**src/rtl/mcu_bus_pkg.sv**
```systemverilog
// Shared definitions for peripherals on the CPU_RV32I data bus: access types,
// timer register offsets and bit positions.
package mcu_bus_pkg;

  typedef enum logic [2:0] {
    BUS_B  = 3'b000,
    BUS_H  = 3'b001,
    BUS_W  = 3'b010,
    BUS_BU = 3'b100,
    BUS_HU = 3'b101
  } bus_ctrl_e;

  localparam logic [7:0] TMR_CTRL   = 8'h00;
  localparam logic [7:0] TMR_PSC    = 8'h04;
  localparam logic [7:0] TMR_CNT    = 8'h08;
  localparam logic [7:0] TMR_CMP    = 8'h0C;
  localparam logic [7:0] TMR_STATUS = 8'h10;

  localparam int CTRL_EN          = 0;
  localparam int CTRL_AUTO_RELOAD = 1;
  localparam int CTRL_IRQ_EN      = 2;
  localparam int STAT_MATCH       = 0;
  localparam int STAT_OVF         = 1;

endpackage

```
**src/rtl/bus_byte_lane.sv**
```systemverilog
// Byte-lane steering for 32-bit bus registers: merges a B/H/W store into an
// existing word and extracts/extends a B/H/W load from a word.
module bus_byte_lane
  import mcu_bus_pkg::*;
(
  input  logic [31:0] old_word,
  input  logic [31:0] wdata,
  input  logic [1:0]  lane,
  input  logic [2:0]  ctrl,
  output logic [31:0] wr_word,
  output logic        wr_valid,
  input  logic [31:0] rd_word,
  output logic [31:0] rd_data
);

  function automatic logic [31:0] ext8(input logic [7:0] b, input logic sgn);
    logic signed [7:0]  s8;
    logic signed [31:0] s32;
    s8  = b;
    s32 = s8;
    return sgn ? s32 : {24'd0, b};
  endfunction

  function automatic logic [31:0] ext16(input logic [15:0] h, input logic sgn);
    logic signed [15:0] s16;
    logic signed [31:0] s32;
    s16 = h;
    s32 = s16;
    return sgn ? s32 : {16'd0, h};
  endfunction

  always_comb begin
    wr_word  = old_word;
    wr_valid = 1'b0;
    case (ctrl)
      BUS_B, BUS_BU: begin
        wr_valid = 1'b1;
        wr_word[{lane, 3'b000} +: 8] = wdata[7:0];
      end
      BUS_H, BUS_HU: begin
        if (!lane[0]) begin
          wr_valid = 1'b1;
          wr_word[{lane[1], 4'b0000} +: 16] = wdata[15:0];
        end
      end
      BUS_W: begin
        if (lane == 2'b00) begin
          wr_valid = 1'b1;
          wr_word  = wdata;
        end
      end
      default: ;
    endcase
  end

  always_comb begin
    rd_data = 32'd0;
    case (ctrl)
      BUS_B:  rd_data = ext8(rd_word[{lane, 3'b000} +: 8], 1'b1);
      BUS_BU: rd_data = ext8(rd_word[{lane, 3'b000} +: 8], 1'b0);
      BUS_H:  if (!lane[0]) rd_data = ext16(rd_word[{lane[1], 4'b0000} +: 16], 1'b1);
      BUS_HU: if (!lane[0]) rd_data = ext16(rd_word[{lane[1], 4'b0000} +: 16], 1'b0);
      BUS_W:  if (lane == 2'b00) rd_data = rd_word;
      default: ;
    endcase
  end

endmodule

```
**src/rtl/bus_timer.sv**
```systemverilog
// Memory-mapped prescaled up-counter with compare match, optional auto-reload,
// overflow flag and level interrupt on the CPU_RV32I data bus.
module bus_timer
  import mcu_bus_pkg::*;
#(
  parameter int ADDR_W = 8,
  parameter int CNT_W  = 32
) (
  input  logic              clk,
  input  logic              reset,
  input  logic              sel,
  input  logic              we,
  input  logic [ADDR_W-1:0] addr,
  input  logic [2:0]        ramControl,
  input  logic [31:0]       wData,
  output logic [31:0]       rData,
  output logic              irq
);

  logic [2:0]       ctrl_q,    ctrl_d;
  logic [CNT_W-1:0] psc_q,     psc_d;
  logic [CNT_W-1:0] cnt_q,     cnt_d;
  logic [CNT_W-1:0] cmp_q,     cmp_d;
  logic [1:0]       status_q,  status_d;
  logic [CNT_W-1:0] psc_cnt_q, psc_cnt_d;
  logic             irq_q,     irq_d;

  logic [2:0]  idx;
  logic        reg_hit;
  logic [31:0] rd_word, merge_old, wr_word, lane_rd;
  logic        wr_valid, wr_en;
  logic        wr_ctrl, wr_psc, wr_cnt, wr_cmp, wr_status;
  logic        tick, cmp_hit, reload, match_set, ovf_set;
  logic [1:0]  w1c;

  assign idx     = addr[4:2];
  assign reg_hit = (addr[ADDR_W-1:5] == '0) && (idx <= TMR_STATUS[4:2]);

  always_comb begin
    rd_word = 32'd0;
    if (reg_hit) begin
      case (idx)
        TMR_CTRL[4:2]:   rd_word = {29'd0, ctrl_q};
        TMR_PSC[4:2]:    rd_word = psc_q;
        TMR_CNT[4:2]:    rd_word = cnt_q;
        TMR_CMP[4:2]:    rd_word = cmp_q;
        TMR_STATUS[4:2]: rd_word = {30'd0, status_q};
        default:         rd_word = 32'd0;
      endcase
    end
  end

  // STATUS merges against zero so only the lanes actually written act as W1C.
  assign merge_old = (idx == TMR_STATUS[4:2]) ? 32'd0 : rd_word;

  bus_byte_lane u_lane (
    .old_word (merge_old),
    .wdata    (wData),
    .lane     (addr[1:0]),
    .ctrl     (ramControl),
    .wr_word  (wr_word),
    .wr_valid (wr_valid),
    .rd_word  (rd_word),
    .rd_data  (lane_rd)
  );

  assign rData     = sel ? lane_rd : 32'd0;
  assign wr_en     = sel & we & wr_valid & reg_hit;
  assign wr_ctrl   = wr_en & (idx == TMR_CTRL[4:2]);
  assign wr_psc    = wr_en & (idx == TMR_PSC[4:2]);
  assign wr_cnt    = wr_en & (idx == TMR_CNT[4:2]);
  assign wr_cmp    = wr_en & (idx == TMR_CMP[4:2]);
  assign wr_status = wr_en & (idx == TMR_STATUS[4:2]);

  assign tick    = ctrl_q[CTRL_EN] & (psc_cnt_q == psc_q);
  assign cmp_hit = (cnt_q == cmp_q);
  assign reload  = cmp_hit & ctrl_q[CTRL_AUTO_RELOAD];

  always_comb begin
    ctrl_d = wr_ctrl ? wr_word[2:0] : ctrl_q;
    psc_d  = wr_psc  ? wr_word      : psc_q;
    cmp_d  = wr_cmp  ? wr_word      : cmp_q;

    psc_cnt_d = psc_cnt_q;
    if (wr_psc)
      psc_cnt_d = '0;
    else if (ctrl_q[CTRL_EN])
      psc_cnt_d = tick ? '0 : psc_cnt_q + 1'b1;

    // A bus write to CNT swallows that cycle's tick, including its flags.
    cnt_d     = cnt_q;
    match_set = 1'b0;
    ovf_set   = 1'b0;
    if (wr_cnt) begin
      cnt_d = wr_word;
    end else if (tick) begin
      match_set = cmp_hit;
      ovf_set   = !reload && (cnt_q == '1);
      cnt_d     = reload ? '0 : cnt_q + 1'b1;
    end

    w1c = wr_status ? wr_word[1:0] : 2'b00;
    status_d = (status_q & ~w1c);
    status_d[STAT_MATCH] = status_d[STAT_MATCH] | match_set;
    status_d[STAT_OVF]   = status_d[STAT_OVF]   | ovf_set;

    irq_d = ctrl_d[CTRL_IRQ_EN] & (|status_d);
  end

  always_ff @(posedge clk) begin
    if (reset) begin
      ctrl_q    <= 3'd0;
      psc_q     <= '0;
      cnt_q     <= '0;
      cmp_q     <= '1;
      status_q  <= 2'd0;
      psc_cnt_q <= '0;
      irq_q     <= 1'b0;
    end else begin
      ctrl_q    <= ctrl_d;
      psc_q     <= psc_d;
      cnt_q     <= cnt_d;
      cmp_q     <= cmp_d;
      status_q  <= status_d;
      psc_cnt_q <= psc_cnt_d;
      irq_q     <= irq_d;
    end
  end

  assign irq = irq_q;

endmodule
```
**config.mk**
```make
export PLATFORM = sky130hd
export DESIGN_NAME = bus_timer
export DESIGN_NICKNAME = d
export VERILOG_FILES = /design/src/rtl/mcu_bus_pkg.sv /design/src/rtl/bus_byte_lane.sv /design/src/rtl/bus_timer.sv
export SDC_FILE = /design/constraint.sdc
export NUM_CORES = 1
export LEC_CHECK = 0
export BUFFER_PORTS_ARGS = -buffer_cell sky130_fd_sc_hd__buf_2
export CORE_MARGIN = 2
export CORE_UTILIZATION = 45
export DETAILED_ROUTE_END_ITERATION = 6
export SYNTH_ARGS = -nofsm -noshare
export SYNTH_HDL_FRONTEND = slang
export SYNTH_HIERARCHICAL = 1
export SYNTH_SLANG_ARGS = --single-unit
```
**constraint.sdc**
```tcl
create_clock -name clk -period 13.05 [get_ports clk]
set_input_delay 3.2625 -clock clk [delete_from_list [all_inputs] [get_ports clk]]
set_output_delay 3.2625 -clock clk [all_outputs]
set_load 0.02 [all_outputs]
```
Word-level counts from Yosys, hierarchy flattened --
Index checks and enable logic that the tools add are counted.
Operators by class: magnitude comparators 1, reductions and logical operators 12, $add $sub $neg 4, equality and inequality tests 11, shifts and indexed selects 6, mux-type cells 26, bitwise operators 15
Operator list (count):
- two-way mux 32 bit | 11
- case mux 32 bit (5 select lines) | 2
- case mux 32 bit (3 select lines) | 1
- adder 32 x 1 -> 32 bit, second input constant | 2
- bitwise mux 32 bit | 2
- equality test 32 bit | 2
- equality test 32 bit, second input constant | 1
- variable shift 16 x 7 -> 32 bit, first input constant | 1
- variable shift 8 x 7 -> 32 bit, first input constant | 1
- variable part select 16 x 7 -> 32 bit | 1
- variable part select 32 x 6 -> 16 bit | 1
- variable part select 32 x 6 -> 8 bit | 1
- variable part select 8 x 7 -> 32 bit | 1
- two-way mux 16 bit | 1
- negator 5 -> 7 bit | 2
- AND 1 bit | 11
- equality test 3 x 2 -> 1 bit, second input constant | 3
- equality test 3 bit, second input constant | 3
- logical NOT 3 bit | 3
- OR reduction 2 bit | 4
- equality test 3 x 1 -> 1 bit, second input constant | 2
- two-way mux 1 bit | 6
- <= comparator 3 bit, second input constant | 1
- two-way mux 3 bit | 1
- 9 further kinds | 11
Word-level totals: output and inout port bits 33, register bits after elaboration 134, logic and storage cells 83

Logic depth before layout (Yosys ltp) --
word-level depth 13, mapped depth 15, mapped depth without buffers 11

Cells and area by module --
The synthesis kept the hierarchy.
Modules (own cells, without submodules):
- bus_timer | cells an instance 1019, times used 1, area an instance 7967.6 um2
- bus_byte_lane | cells an instance 307, times used 1, area an instance 1983.2 um2

Least setup slack after synthesis --
No wires, ideal clock.
path type input port to output port, start point in addr[2], end point out rData[16], slack 3.625 ns, path buffers 5, data required time 9.788 ns, data arrival time 6.162 ns, stages on the path 13, path through clkbuf_1 clkbuf_1 buf_1 mux2_2 a22oi_1 nor2_1 mux4_2 a22oi_1 or3_1 buf_2 buf_4 nand2_1 and2_1
Between the ends: elaborated cells on any way between the ends 15
RTL lines:
- from (decl) | line bus_timer.sv:13 | input logic [ADDR_W-1:0] addr,
- equality test 3 bit, or another cell as far along | line bus_timer.sv:42 | case (idx)
- case mux 32 bit (5 select lines) / logical AND 1 bit (equally long branches) | line bus_timer.sv:42, bus_timer.sv:37
- two-way mux 32 bit (*) | line bus_timer.sv:41 | if (reg_hit) begin
- net rd_word[23] | line bus_timer.sv:30 | logic [31:0] rd_word, merge_old, wr_word, lane_rd;
- variable part select 32 x 6 -> 8 bit (*) | line bus_byte_lane.sv:59 | BUS_B: rd_data = ext8(rd_word[{lane, 3'b000} +: 8], 1'b1);
- case mux 32 bit (5 select lines) (*) | line bus_byte_lane.sv:58 | case (ctrl)
- net lane_rd[16] | line bus_timer.sv:30
- two-way mux 32 bit (*) | line bus_timer.sv:67 | assign rData = sel ? lane_rd : 32'd0;
- to (decl) | line bus_timer.sv:16 | output logic [31:0] rData,
Mark *: on every way through the listed nets, which the timed path passes. The rest lies on a longest branch.

Worst setup path after layout --
start point in addr[2], end point out rData[19]
Between the ends: cells in the longest elaborated chain, start to end 7, elaborated cells on any way between the ends 15
RTL lines:
- equality test 3 bit, or another cell as far along | line bus_timer.sv:42
- case mux 32 bit (5 select lines) / logical AND 1 bit (equally long branches) | line bus_timer.sv:42, bus_timer.sv:37
- two-way mux 32 bit (*) | line bus_timer.sv:41
- net rd_word[31] | line bus_timer.sv:30
- variable part select 32 x 6 -> 16 bit | line bus_byte_lane.sv:61 | BUS_H: if (!lane[0]) rd_data = ext16(rd_word[{lane[1], 4'b0000} +: 16], 1'b1);
- two-way mux 32 bit | line bus_byte_lane.sv:61
- case mux 32 bit (5 select lines) (*) | line bus_byte_lane.sv:58
- net lane_rd[19] | line bus_timer.sv:30
- two-way mux 32 bit (*) | line bus_timer.sv:67
Marks and branches as above.

==> impl_metrics.yaml <==
flow_run:
  drv_cap: 0
place:
  globalplace.congestion: 0.9626
  dpl.hpwl_um: 27690
  placed_cells: 1599
  place_ws_ns: 3.696
  numPortBuffers: 79
  post_dp_cell_area_um2: 10410
detailed_routing:
  drt_iter0_drc: 946
  post-route-drc-count: 0
  ant_nets: 0
  wirelength_um: 36960
  first_pass_iters: 6
  wl_met1_um: 16020
  vias: 10104
  dr.max_layer_used: "met4"
  dr_wl_met3_um: 3025
  viasPerCell: 6.195
  dr_wl_met2_um: 16650
  routedWlPerCell_um: 22.66
worst_setup_path:
  crit_path_top_delay_cell: "mux4_2"
  path_cells: "buf_2 > buf_4 > nor2b_2 > buf_4 > a22oi_1 > nor2_1 > mux4_2 > a22oi_1 > or3_1 > nand2_1 > and2_1 > buf_2"
  cp.arrival_ns: 6.11
  cp_max_fo: 46
  start_kind: "input pin"
  cp-end-kind: "output port"
  worstPathRequired_ns: 9.79
  crit_buf_inv: 4
  slowest_delay_ns: 0.51
  path_class: "input pin to output port"
  critPathTopFamily: "simple AND/OR/NAND/NOR gates"
power:
  power.density_nw_per_um2: 94.66
  irDropWorstVdd_mv: 0.09130
  p_leak_nw: 4.186
clock_tree:
  cts_max_path_buffers: 2
  cts.clk_slew.worst_paths_ns: 0.07
  cts_tree: "yes"
  clock_latency_ns: 0.43
  post_cts_buffers: 0
  cts.repair.resized: 0
  cts_buffers: 17
  ctsHoldBuffers: 0
  clock_sinks: 134
  htree_levels: 4
  root_buffer: "clkbuf_16"
floorplanning:
  num_io_pins: 80
  die_y_um: 152.7
  start_util_pct: 45.74
  die_area_um2: 23320
  fp.dieW_um: 152.7
  rows: 54
  coreArea_um2: 21760
synth:
  synth_edf_count: 0
  netlist_top_cells_count: "199 x nand2_1, 150 x nor2_1, 134 x dfxtp_1"
  ys_seq_area_share_pct: 26.96
  yosysTopAreaCell: "dfxtp_1"
  syn_avg_cell_area_um2: 7.504
  yosysUniqueCellTypes: 70
  synth.area.top_cells: "dfxtp_1 27%, nand2_1 7.5%, nor2_1 5.7%, mux2_2 4.9%, mux2i_1 4.7%"
  ys_async_sr_fraction_pct: 0
  syn_nets: 1380
  postSynthCellCount: 1326
  yosys_warnings: 6
  ys.flop_type: "dfxtp_1"
  ys_ff_latch: 134
  syn-cell-area_um2: 9951
  synth_top_area_share_pct: 26.96
  synth.most_common_cell: "nand2_1"
cells_and_area:
  layout-drive-gt1-share_pct: 14.14
  final_cells: 1631
  design_area_um2: 11040
  area_growth_syn_to_layout_pct: 10.90
  diodes: 0
  nNetsFinal: 1392
outcome:
  status: "completed"
sta:
  setup-tns-final_ns: 0
  setup_ws_ns: 3.673
  fin_worst_skew_ns: 0.01074
  fin_crit_sh_pct: 71.85
  timing.fmax_mhz: 106.6
  setup_viol: 0
  finalHoldViolCount: 0
  worst_pin_slew_ns: 1.255
  slew_violations: 0
  slew_headroom_pct: 16.13
  min_period_ns: 9.377
  rsz0062_at_grt: "false"
grt:
  gr-usage-all-layers_pct: 30.77
  grt_max_degree: 57
  grt_pass1_wl_um: 56150
  antenna_found_initial: 0
  grt-ovfl-total: 0
  grt_pass1_vias: 9237
worst_hold_path:
  min_path_type: "flop to flop"
final timing paths:
kind,from,endpoint,cells past startpoint,slack (ns)
setup reg to reg,cnt_q[1],irq,7,9.79
hold / removal,psc_q[5],psc_q[5],2,0.50
setup / recovery,addr[2],rData[19],12,3.67
hold reg to reg,psc_q[5],psc_q[5],2,0.50
layout make-up:
| class | count | area, um^2 |
|---|---|---|
| fillers | 2172 | 10720 |
| multi-input cells | 1058 | 6735 |
| flip-flops and latches | 134 | 2683 |
| repair buffers | 97 | 530.5 |
| clock buffers | 17 | 425.4 |
| well taps | 280 | 350.3 |
| clock inverters | 15 | 198.9 |
| inverters | 30 | 112.6 |
placed cells by master (no fill, tap or decap), types with 6 or more instances in the layout:
cell type	synthesis	layout
nand4_1	28	28
a221oi_1	8	8
a31oi_1	10	10
a221o_1	12	12
o21ai_1	9	9
o221ai_1	12	12
xnor2_1	51	51
and4_1	10	10
buf_4	1	18
a22o_1	9	9
a311oi_1	8	8
clkbuf_16	0	17
a21boi_0	13	13
mux2i_1	47	47
xor2_1	46	46
inv_8	0	7
a32oi_1	16	16
dfxtp_1	134	134
a211oi_1	8	8
mux2_2	43	43
nand2b_1	6	6
a21oi_1	53	53
inv_1	30	30
nand3_1	27	27
a22oi_1	52	52
and2_1	42	42
buf_2	18	79
nand2_1	199	199
o21ai_0	34	34
ha_1	7	7
and3_1	21	20
nor3_1	29	29
nor4_1	19	18
nor2b_1	19	18
a2111oi_0	7	7
nor2_1	150	150
per-layer routing:
layer  GRT usage [%]  vias to the layer above
li1                -                     4774
met1           42.98                     4767
met2           48.84                      490
met3           4.352                       73
met4           10.27                        0
met5               0                        -
registers in the layout (all words and copies together), names as in the netlist:
| signal | cells |
|---|---|
| ctrl_q | 3 |
| cnt_q | 32 |
| irq | 1 |
| cmp_q | 32 |
| psc_cnt_q | 32 |
| status_q | 2 |
| psc_q | 32 |
worst reg2reg max path: stages, from the launching register on:
cell	delay, ns
dfxtp_1	0.39
xnor2_1	0.45
nand4_1	0.18
nor4_2	0.29
buf_4	0.21
nand3_1	0.89
a41o_1	0.58
o21a_1	0.18
through the flow:
stage | power, mW | hold slack (ns) | utilization, %
final | 1.045 | 0.4983 | 50.72
after global routing | 1.074 | 0.5015 | 50.72
after CTS | 1.047 | 0.4967 | 50.72
after detailed placement | 0.5311 | 0.4852 | 47.85
after global placement | 0.5308 | 0.4792 | 47.85
after floorplan | 0.4919 | 0.4588 | -
cells by family (layout without fill, tap and decap cells):
group | count (synthesis) | count (layout) | share of synthesized area (%)
AND/OR/NAND/NOR | 583 | 583 | 28.14
AO/OA/AOI/OAI | 278 | 278 | 19.67
flip-flops | 134 | 134 | 26.96
buffers and inverters | 134 | 159 | 5.621
XOR/XNOR | 97 | 97 | 8.538
multiplexers | 93 | 93 | 10.20
adder cells (fa/ha/maj) | 7 | 7 | 0.8801
report_power, final:
part	total (mW)	switching, mW	internal, mW
Sequential	0.415	0.00435	0.411
Clock	0.520	0.225	0.295
Combinational	0.110	0.0738	0.0360
(Power assumes the default switching activity.)
